File: config.mk
export PLATFORM = sky130hd
export DESIGN_NAME = sar_conv_sequencer_flat
export DESIGN_NICKNAME = d
export VERILOG_FILES = /design/src/rtl/sar_seq_pkg.sv /design/src/rtl/sar_seq_if.sv /design/src/rtl/rr_arbiter.sv /design/src/rtl/sar_conv_sequencer.sv /design/src/flat_wrapper.sv
export SDC_FILE = /design/constraint.sdc
export NUM_CORES = 1
export LEC_CHECK = 0
export CELL_PAD_IN_SITES_DETAIL_PLACEMENT = 1
export CELL_PAD_IN_SITES_GLOBAL_PLACEMENT = 2
export CORE_MARGIN = 5
export CORE_UTILIZATION = 33
export CTS_CLUSTER_DIAMETER = 40
export DETAILED_ROUTE_END_ITERATION = 6
export PLACE_DENSITY = 0.87
export RECOVER_POWER = 100
export SYNTH_ARGS = -nofsm -noshare
export SYNTH_HDL_FRONTEND = slang
export SYNTH_SLANG_ARGS = --single-unit
File: constraint.sdc
create_clock -name clk -period 3.3 [get_ports clk]
set_input_delay 0.495 -clock clk [delete_from_list [all_inputs] [get_ports clk]]
set_output_delay 0.495 -clock clk [all_outputs]
set_load 0.005 [all_outputs]
File: src/rtl/sar_seq_pkg.sv
`default_nettype none
// +----------------------------------------------------------------------------+
// | Module : sar_seq_pkg                                                        |
// | Brief  : Shared types, constants and width helpers for the SAR sequencer.   |
// | Rev    : 1.0  initial release                                               |
// +----------------------------------------------------------------------------+
package sar_seq_pkg;

  typedef enum logic [2:0] {
    ST_IDLE    = 3'd0,
    ST_TRACK   = 3'd1,
    ST_START   = 3'd2,
    ST_CONV    = 3'd3,
    ST_RECOVER = 3'd4,
    ST_RESP    = 3'd5
  } state_e;

  // Cycles the ADC reset pin is held high after a timed-out conversion.
  localparam int RECOVER_CYCLES = 2;

  // Bits needed to index n items (at least one bit).
  function automatic int idx_w(input int n);
    return (n > 1) ? $clog2(n) : 1;
  endfunction

  // Bits needed to hold the value n itself.
  function automatic int cnt_w(input int n);
    return $clog2(n + 1);
  endfunction

  function automatic int max_i(input int a, input int b);
    return (a > b) ? a : b;
  endfunction

endpackage
`default_nettype wire

File: src/rtl/sar_seq_if.sv
`default_nettype none
// +----------------------------------------------------------------------------+
// | Module : sar_seq_if                                                         |
// | Brief  : Requester, response and sar_logic pin bundle of the sequencer.     |
// | Rev    : 1.0  initial release                                               |
// +----------------------------------------------------------------------------+
interface sar_seq_if #(
  parameter int NREQ = 4
);
  import sar_seq_pkg::*;

  localparam int IDW = idx_w(NREQ);

  logic [NREQ-1:0] req_valid;
  logic [NREQ-1:0] req_ready;
  logic            rsp_valid;
  logic            rsp_ready;
  logic [IDW-1:0]  rsp_id;
  logic [7:0]      rsp_data;
  logic            rsp_err;
  logic            adc_cnvst;
  logic            adc_rst;
  logic            adc_eoc;
  logic [7:0]      adc_sar;

  // The sequencer side.
  modport slave (
    input  req_valid, rsp_ready, adc_eoc, adc_sar,
    output req_ready, rsp_valid, rsp_id, rsp_data, rsp_err, adc_cnvst, adc_rst
  );

  // Requesters, consumer and ADC core side.
  modport master (
    output req_valid, rsp_ready, adc_eoc, adc_sar,
    input  req_ready, rsp_valid, rsp_id, rsp_data, rsp_err, adc_cnvst, adc_rst
  );

endinterface
`default_nettype wire

File: src/rtl/rr_arbiter.sv
`default_nettype none
// +----------------------------------------------------------------------------+
// | Module : rr_arbiter                                                         |
// | Brief  : Combinational round-robin pick: first request at/after pointer.    |
// | Rev    : 1.0  initial release                                               |
// +----------------------------------------------------------------------------+
module rr_arbiter #(
  parameter int NREQ = 4,
  parameter int IDW  = 2
) (
  input  logic [NREQ-1:0] req_i,
  input  logic [IDW-1:0]  ptr_i,
  output logic [NREQ-1:0] grant_o,
  output logic [IDW-1:0]  idx_o,
  output logic            any_o
);

  // Walk the request vector starting at the pointer, wrapping, and keep the first hit.
  always_comb begin
    logic [IDW-1:0] pos;
    logic           found;
    grant_o = '0;
    idx_o   = '0;
    found   = 1'b0;
    pos     = '0;
    for (int k = 0; k < NREQ; k++) begin
      pos = IDW'((int'(ptr_i) + k) % NREQ);
      if (!found && req_i[pos]) begin
        found        = 1'b1;
        grant_o[pos] = 1'b1;
        idx_o        = pos;
      end
    end
    any_o = found;
  end

endmodule
`default_nettype wire

File: src/rtl/sar_conv_sequencer.sv
`default_nettype none
// +----------------------------------------------------------------------------+
// | Module : sar_conv_sequencer                                                 |
// | Brief  : Shares one sar_logic ADC among NREQ requesters; round-robin grant, |
// |          settle, cnvst pulse, eoc timeout, averaging, valid/ready result.   |
// | Rev    : 1.0  initial release                                               |
// +----------------------------------------------------------------------------+
module sar_conv_sequencer
  import sar_seq_pkg::*;
#(
  parameter int NREQ     = 4,
  parameter int AVG_LOG2 = 2,
  parameter int SETTLE   = 3,
  parameter int TIMEOUT  = 32
) (
  input  logic     clk,
  input  logic     rst_n,
  sar_seq_if.slave bus
);

  localparam int IDW  = idx_w(NREQ);
  localparam int ACCW = 8 + AVG_LOG2;
  localparam int CNTW = AVG_LOG2 + 1;
  localparam int TMRW = cnt_w(max_i(max_i(SETTLE, TIMEOUT), RECOVER_CYCLES));

  localparam logic [CNTW-1:0] LAST_SAMPLE  = CNTW'((1 << AVG_LOG2) - 1);
  localparam logic [TMRW-1:0] SETTLE_LAST  = TMRW'(SETTLE - 1);
  localparam logic [TMRW-1:0] TIMEOUT_LAST = TMRW'(TIMEOUT - 1);
  localparam logic [TMRW-1:0] RECOVER_LAST = TMRW'(RECOVER_CYCLES - 1);
  localparam logic [IDW-1:0]  ID_LAST      = IDW'(NREQ - 1);

  state_e          state_q;
  logic [IDW-1:0]  ptr_q;
  logic [TMRW-1:0] timer_q;      // settle, eoc-timeout and recover counter
  logic [CNTW-1:0] cnt_q;        // conversions completed for this request
  logic [ACCW-1:0] acc_q;
  logic [NREQ-1:0] req_ready_q;
  logic            rsp_valid_q;
  logic [IDW-1:0]  rsp_id_q;
  logic [7:0]      rsp_data_q;
  logic            rsp_err_q;
  logic            adc_cnvst_q;
  logic            adc_rst_q;

  logic [NREQ-1:0] arb_grant;
  logic [IDW-1:0]  arb_idx;
  logic            arb_any;
  logic [ACCW-1:0] acc_sum;

  rr_arbiter #(
    .NREQ (NREQ),
    .IDW  (IDW)
  ) u_arb (
    .req_i   (bus.req_valid),
    .ptr_i   (ptr_q),
    .grant_o (arb_grant),
    .idx_o   (arb_idx),
    .any_o   (arb_any)
  );

  // Accumulator width leaves AVG_LOG2 bits of headroom, so this sum cannot wrap.
  assign acc_sum = acc_q + ACCW'(bus.adc_sar);

  // Sequencer FSM; every output is a register written on the transition into its state.
  always_ff @(posedge clk) begin
    if (!rst_n) begin
      state_q     <= ST_IDLE;
      ptr_q       <= '0;
      timer_q     <= '0;
      cnt_q       <= '0;
      acc_q       <= '0;
      req_ready_q <= '0;
      rsp_valid_q <= 1'b0;
      rsp_id_q    <= '0;
      rsp_data_q  <= '0;
      rsp_err_q   <= 1'b0;
      adc_cnvst_q <= 1'b0;
      adc_rst_q   <= 1'b1;
    end else begin
      req_ready_q <= '0;
      adc_cnvst_q <= 1'b0;
      adc_rst_q   <= 1'b0;
      case (state_q)
        ST_IDLE: begin
          if (arb_any) begin
            req_ready_q <= arb_grant;
            rsp_id_q    <= arb_idx;
            acc_q       <= '0;
            cnt_q       <= '0;
            timer_q     <= '0;
            state_q     <= ST_TRACK;
          end
        end
        ST_TRACK: begin
          if (timer_q == SETTLE_LAST) begin
            adc_cnvst_q <= 1'b1;   // high for the single START cycle
            state_q     <= ST_START;
          end else begin
            timer_q <= timer_q + 1'b1;
          end
        end
        ST_START: begin
          timer_q <= '0;
          state_q <= ST_CONV;
        end
        ST_CONV: begin
          // eoc is checked first so it wins over a coincident timeout
          if (bus.adc_eoc) begin
            acc_q   <= acc_sum;
            cnt_q   <= cnt_q + 1'b1;
            timer_q <= '0;
            if (cnt_q == LAST_SAMPLE) begin
              rsp_valid_q <= 1'b1;
              rsp_err_q   <= 1'b0;
              rsp_data_q  <= 8'(acc_sum >> AVG_LOG2);
              state_q     <= ST_RESP;
            end else begin
              state_q <= ST_TRACK;
            end
          end else if (timer_q == TIMEOUT_LAST) begin
            timer_q   <= '0;
            adc_rst_q <= 1'b1;
            state_q   <= ST_RECOVER;
          end else begin
            timer_q <= timer_q + 1'b1;
          end
        end
        ST_RECOVER: begin
          if (timer_q == RECOVER_LAST) begin
            rsp_valid_q <= 1'b1;
            rsp_err_q   <= 1'b1;
            rsp_data_q  <= '0;
            state_q     <= ST_RESP;
          end else begin
            adc_rst_q <= 1'b1;
            timer_q   <= timer_q + 1'b1;
          end
        end
        ST_RESP: begin
          if (bus.rsp_ready) begin
            rsp_valid_q <= 1'b0;
            rsp_err_q   <= 1'b0;
            ptr_q       <= (rsp_id_q == ID_LAST) ? '0 : rsp_id_q + 1'b1;
            state_q     <= ST_IDLE;
          end
        end
        default: state_q <= ST_IDLE;
      endcase
    end
  end

  assign bus.req_ready = req_ready_q;
  assign bus.rsp_valid = rsp_valid_q;
  assign bus.rsp_id    = rsp_id_q;
  assign bus.rsp_data  = rsp_data_q;
  assign bus.rsp_err   = rsp_err_q;
  assign bus.adc_cnvst = adc_cnvst_q;
  assign bus.adc_rst   = adc_rst_q;

endmodule
`default_nettype wire

File: src/flat_wrapper.sv
// flat-port wrapper written by rule: the top's interface ports become plain ports
module sar_conv_sequencer_flat import sar_seq_pkg::*;
#(
  parameter int NREQ     = 4,
  parameter int AVG_LOG2 = 2,
  parameter int SETTLE   = 3,
  parameter int TIMEOUT  = 32
)
  (clk, rst_n, bus_req_valid, bus_rsp_ready, bus_adc_eoc, bus_adc_sar, bus_req_ready, bus_rsp_valid, bus_rsp_id, bus_rsp_data, bus_rsp_err, bus_adc_cnvst, bus_adc_rst);
  sar_seq_if #(.NREQ(NREQ)) bus_i ();
  input  logic clk;
  input  logic rst_n;
  input wire logic [$bits(bus_i.req_valid)-1:0] bus_req_valid;
  input wire logic [$bits(bus_i.rsp_ready)-1:0] bus_rsp_ready;
  input wire logic [$bits(bus_i.adc_eoc)-1:0] bus_adc_eoc;
  input wire logic [$bits(bus_i.adc_sar)-1:0] bus_adc_sar;
  output wire logic [$bits(bus_i.req_ready)-1:0] bus_req_ready;
  output wire logic [$bits(bus_i.rsp_valid)-1:0] bus_rsp_valid;
  output wire logic [$bits(bus_i.rsp_id)-1:0] bus_rsp_id;
  output wire logic [$bits(bus_i.rsp_data)-1:0] bus_rsp_data;
  output wire logic [$bits(bus_i.rsp_err)-1:0] bus_rsp_err;
  output wire logic [$bits(bus_i.adc_cnvst)-1:0] bus_adc_cnvst;
  output wire logic [$bits(bus_i.adc_rst)-1:0] bus_adc_rst;
  assign bus_i.req_valid = bus_req_valid;
  assign bus_i.rsp_ready = bus_rsp_ready;
  assign bus_i.adc_eoc = bus_adc_eoc;
  assign bus_i.adc_sar = bus_adc_sar;
  assign bus_req_ready = bus_i.req_ready;
  assign bus_rsp_valid = bus_i.rsp_valid;
  assign bus_rsp_id = bus_i.rsp_id;
  assign bus_rsp_data = bus_i.rsp_data;
  assign bus_rsp_err = bus_i.rsp_err;
  assign bus_adc_cnvst = bus_i.adc_cnvst;
  assign bus_adc_rst = bus_i.adc_rst;
  sar_conv_sequencer #(.NREQ(NREQ), .AVG_LOG2(AVG_LOG2), .SETTLE(SETTLE), .TIMEOUT(TIMEOUT)) u_core (.clk(clk), .rst_n(rst_n), .bus(bus_i));
endmodule
# ---- Word-level counts from Yosys, hierarchy flattened
# Cells that the tools add are included.
dict set report totals {
  register_bits 42
  output_inout_bits 18
}
dict set report op_classes {
  addsub 7
  n_reduce_logical 24
  bitwise 3
  eq_ne 19
  n_mux 66
  magnitude_cmp 8
}
# operator n
set op_table {}
lappend op_table {{two-way mux 6 bit} 5}
lappend op_table {{case mux 6 bit (5 select lines)} 1}
lappend op_table {{two-way mux 3 bit} 9}
lappend op_table {{two-way mux 8 bit} 3}
lappend op_table {{two-way mux 1 bit} 22}
lappend op_table {{two-way mux 10 bit} 2}
lappend op_table {{case mux 10 bit (2 select lines)} 1}
lappend op_table {{case mux 3 bit (6 select lines)} 1}
lappend op_table {{two-way mux 4 bit} 4}
lappend op_table {{case mux 8 bit (2 select lines)} 1}
lappend op_table {{< comparator 2 x 3 -> 1 bit, second input constant} 4}
lappend op_table {{bitwise OR 4 bit} 3}
lappend op_table {{adder 10 x 8 -> 10 bit} 1}
lappend op_table {{two-way mux 2 bit} 5}
lappend op_table {{AND reduction 5 bit} 2}
lappend op_table {{equality test 3 x 2 -> 1 bit, second input constant} 3}
lappend op_table {{binary-select mux 1 bit (select 2 bit)} 4}
lappend op_table {{demux 1 bit (select 2 bit)} 4}
lappend op_table {{greater-or-equal comparator 2 x 1 -> 1 bit, second input constant} 4}
lappend op_table {{inequality test 2 x 1 -> 1 bit, second input constant} 4}
lappend op_table {{inequality test 2 bit, second input constant} 4}
lappend op_table {{AND reduction 4 bit} 2}
lappend op_table {{logical AND 1 bit} 7}
lappend op_table {{adder 6 x 1 -> 6 bit, second input constant} 1}
lappend op_table {{20 further kinds} 30}

# ---- Longest topological paths before layout
dict set report depth {
  depth_word 14
  ltp_mapped 9
  ltp_nobuf 8
}

# ---- Hierarchy
# From an unflattened synthesis, not the netlist that was laid out.
dict set report unflattened {
  cells_unflattened 315
  hier_area_um2 2683.8
}
# module instances area_per_inst_um2 cells_per_inst
set by_module_without_submodules {}
lappend by_module_without_submodules {sar_conv_sequencer 1 2262.2 270}
lappend by_module_without_submodules {rr_arbiter 1 421.7 45}

# ---- Least setup slack after synthesis
# OpenSTA, ideal clock, no wires.
dict set report synth_path {
  path_type {register to register}
  startpoint {register u_core.ptr_q[0]}
  endpoint {register u_core.rsp_id_q[0], in the netlist u_core.bus.rsp_id[0]}
  n_path_buf 1
  synth_period_minus_slack_ns 2.544
  t_arrival_ns 2.426
  path_slack_ns 0.756
  t_required_ns 3.181
  stages_incl_launch_ff 9
  setup_ns 0.119
  path_cell_list {dfxtp_1 clkbuf_1 inv_1 ha_1 mux4_2 nand2b_1 a21oi_1 a31oi_1 o221a_2}
}
dict set report synth_between {
  elab_chain_len 13
  elab_cells_between_ends 26
  cone_classes {3 x add/sub; 16 x mux; 7 x reduce/logical}
}
# item line_no
set synth_lines {}
lappend synth_lines {{start, declared} sar_conv_sequencer.sv:33} ;# logic [IDW-1:0] ptr_q;
lappend synth_lines {{start signal, assigned} sar_conv_sequencer.sv:143} ;# ptr_q <= (rsp_id_q == ID_LAST) ? '0 : rsp_id_q + 1'b1;
lappend synth_lines {{parallel branches: the longest is 13 deep, another holds adder 2 x 1 -> 2 bit} n/a}
lappend synth_lines {{end signal, assigned} sar_conv_sequencer.sv:87} ;# rsp_id_q <= arb_idx;
lappend synth_lines {{end, declared} sar_conv_sequencer.sv:39} ;# logic [IDW-1:0] rsp_id_q;
# Several ways; the timed one is not identified. The select of a mux whose other input is x is not followed.
# A chain may end at the register's enable or synchronous reset.

==> results.toml <==
[run_status]
outcome = "complete, no violations"

[placement]
dp_hpwl_mm = 5.38
port-buffer-count = 33
gp_congestion = 0.804
dpl_cell_area_um2 = 3200

[worst_setup_path]
crit_path_start = "rst_n"
r2r-end = "u_core.bus.rsp_id[0]"
worst-path-max-fanout = 25
reg2reg_depth = 7
cp-end-kind = "flop"
r2r_slack_ps = 590
endpoint = "u_core.bus.rsp_data[5]"
startpoint_type = "input pin"
worstPathArrival_ps = 3030
r2r-start = "u_core.ptr_q[1]"
cp_data_required_time_ps = 3510
worstSetupPathType = "in -> reg"

[floorplanning]
rows = 33
fp.dieH_um = 101
num_io_pins = 34
initial_utilization_pct = 33.7
core-area_um2 = 8180
die_width_um = 101
dieArea_um2 = 10300

[routing]
wl_per_cell_um = 14.9
first_pass_iters = 4
drt_iter0_drc = 44
drt-vias-per-instance = 5.42
vias = 2557
drc_errors = 0
drtAntennaViolNets = 0
wl_mm = 7.05

[synth]
syn_area_um2 = 2760
synth_cell_types = 62
synth_edf_count = 0
synthArstFlopShare_pct = 0
syn-instance-count = 337
ys_warn_count = 0
syn_area_per_cell_um2 = 8.18
ys_seq_area_share_pct = 30.5
ys_ff_latch = 42
syn-num-nets = 376
synth_ff_type = "dfxtp_1"

[timing]
skew_ps = 4.06
min_period_over_period_pct = 85.3
worstMarginPinSlew_ps = 1170
finalSetupViolations = 0
whs_ps = 460
slew_headroom_pct = 22.0
fin_crit_ps = 2820
maxSlewViolCount = 0
rsz0062_at_grt = "no"
hold_violations = 0
tns_ps = 0
fmax_mhz = 355

[power]
p_leak_nw = 1.22
vdd_ir_drop_max_v = 0.000183
p_total_mw = 1.01
power_density_nw_per_um2 = 311

[global_route]
grt_antenna_before_repair = 0
grt_pass1_vias = 2536
grt_max_degree = 26
grt-ovfl-total = 0
grt_pass1_wl_mm = 12.3
grt_use_total_pct = 14.5

[clock_network]
cts_tree = "built"
cts-root-buf = "clkbuf_8"
cts.sinks = 42
htree_levels = 2
clk_pin_slew_ps = 80
cts_resized = 0
cts_made_buffers = 5
clock_latency_ps = 290
hold_buffers = 0
clk_path_buf_depth = 2
cts_setup_buffers = 0

[final_layout]
post-route-util_pct = 39.9
syn2layout_area_growth_pct = 18.3
final_cell_area_um2 = 3260
fin_nets = 407
drive_above_1_share_pct = 7.63
antennaDiodeCount = 0
fill_cells = 997

[worst_hold_path]
min_path_type = "reg -> reg"

[run]
maxCapViolCount = 0
==> layout make-up <==
| type | count | area [um^2] | share of cell area [%] |
|---|---|---|---|
| tap | 105 | 131 | 4.03 |
| sequential | 42 | 841 | 25.8 |
| multi-input combinational | 263 | 1770 | 54.3 |
| clock buffer | 6 | 82.6 | 2.53 |
| inverter | 16 | 60.1 | 1.84 |
| timing repair buffer | 40 | 375 | 11.5 |
==> synthesized netlist by cell type (3+ instances only) <==
| cell | number | area, um^2 |
|---|---|---|
| ha_1 | 22 | 275 |
| o21a_1 | 7 | 52.6 |
| nor2_1 | 26 | 97.6 |
| o211ai_1 | 11 | 82.6 |
| nand4_1 | 4 | 25.0 |
| clkbuf_1 | 11 | 41.3 |
| buf_2 | 4 | 20.0 |
| mux2i_1 | 3 | 30.0 |
| dfxtp_1 | 42 | 841 |
| a32oi_1 | 3 | 26.3 |
| or3_1 | 4 | 25.0 |
| nand3_1 | 14 | 70.1 |
| a31oi_1 | 6 | 37.5 |
| nand2_1 | 34 | 128 |
| inv_1 | 15 | 56.3 |
| o21bai_1 | 3 | 22.5 |
| nand2b_1 | 4 | 25.0 |
| and2_1 | 3 | 18.8 |
| a22oi_1 | 3 | 22.5 |
| nand3b_1 | 3 | 22.5 |
| nor3_1 | 8 | 40.0 |
| o21ai_0 | 22 | 110 |
| a21oi_1 | 30 | 150 |
==> worst max-delay path, cell delays in order <==
cell and delay (ps):
clkdlybuf4s50_1 450, clkbuf_1 710, clkinv_1 260, clkbuf_1 540, nor2_1 320, nand2_1 80
o211ai_1 170
==> flip-flops by register name, indices dropped and copies added, names as in the netlist <==
name	flops
u_core.ptr_q	2
u_core.state_q	3
u_core.bus.rsp_id	2
u_core.acc_q	10
u_core.bus.rsp_valid	1
u_core.bus.adc_cnvst	1
u_core.bus.req_ready	4
u_core.timer_q	6
u_core.cnt_q	3
u_core.bus.rsp_err	1
u_core.bus.adc_rst	1
u_core.bus.rsp_data	8
==> power breakdown <==
part / switching, mW / internal [mW] / leakage (nW)
clock: 0.172 / 0.162 / 0.0431
combinational: 0.0862 / 0.0660 / 0.840
sequential: 0.0121 / 0.516 / 0.340
==> worst min-delay path by stage <==
stage                           start                      to  slack, ps  cells past startpoint
2_1_floorplan         u_core.acc_q[3]         u_core.acc_q[3]        440                      2
5_1_grt        u_core.bus.rsp_data[0]  u_core.bus.rsp_data[0]        490                      2
6_report       u_core.bus.rsp_data[0]  u_core.bus.rsp_data[0]        460                      2
3_5_place_dp   u_core.bus.rsp_data[2]  u_core.bus.rsp_data[2]        460                      2
3_3_place_gp   u_core.bus.rsp_data[0]  u_core.bus.rsp_data[0]        450                      2
4_1_cts               u_core.acc_q[3]         u_core.acc_q[3]        470                      2
==> kinds of logic after synthesis <==
family | share of synthesized area [%]
adders and majority gates | 10.7
and+or+nand+nor | 23.6
buffers and inverters | 4.81
DFF | 30.5
AOI/OAI and AO/OA | 25.0
xor gates and xnor gates | 1.27
muxes | 4.04
==> routing by layer <==
metal / GRT usage (%) / part of all wire, %
met1: 19.0 / 48
met2: 24.9 / 48
met3: 2.69 / 3.2
met4: 3.07 / 0.85
met5: 0 / 0
==> stage by stage <==
step,setup slack [ps],instances
global placement,654,466
finish,484,472
detailed placement,608,466
CTS,591,472
global route,240,472
floorplan,756,337
==> cell usage in the layout, fill, tap and decap left out, drive strengths merged, types with 6 or more instances in the layout <==
cell	n
a21oi	32
nor2	26
nor3	9
o211ai	11
clkdlybuf4s50	13
dlygate4sd3	20
inv	15
nand3	14
dfxtp	42
a31oi	6
ha	22
o21a	7
clkbuf	9
nand2	34
o21ai	24
No activity file was read; power rests on OpenSTA's default activity.
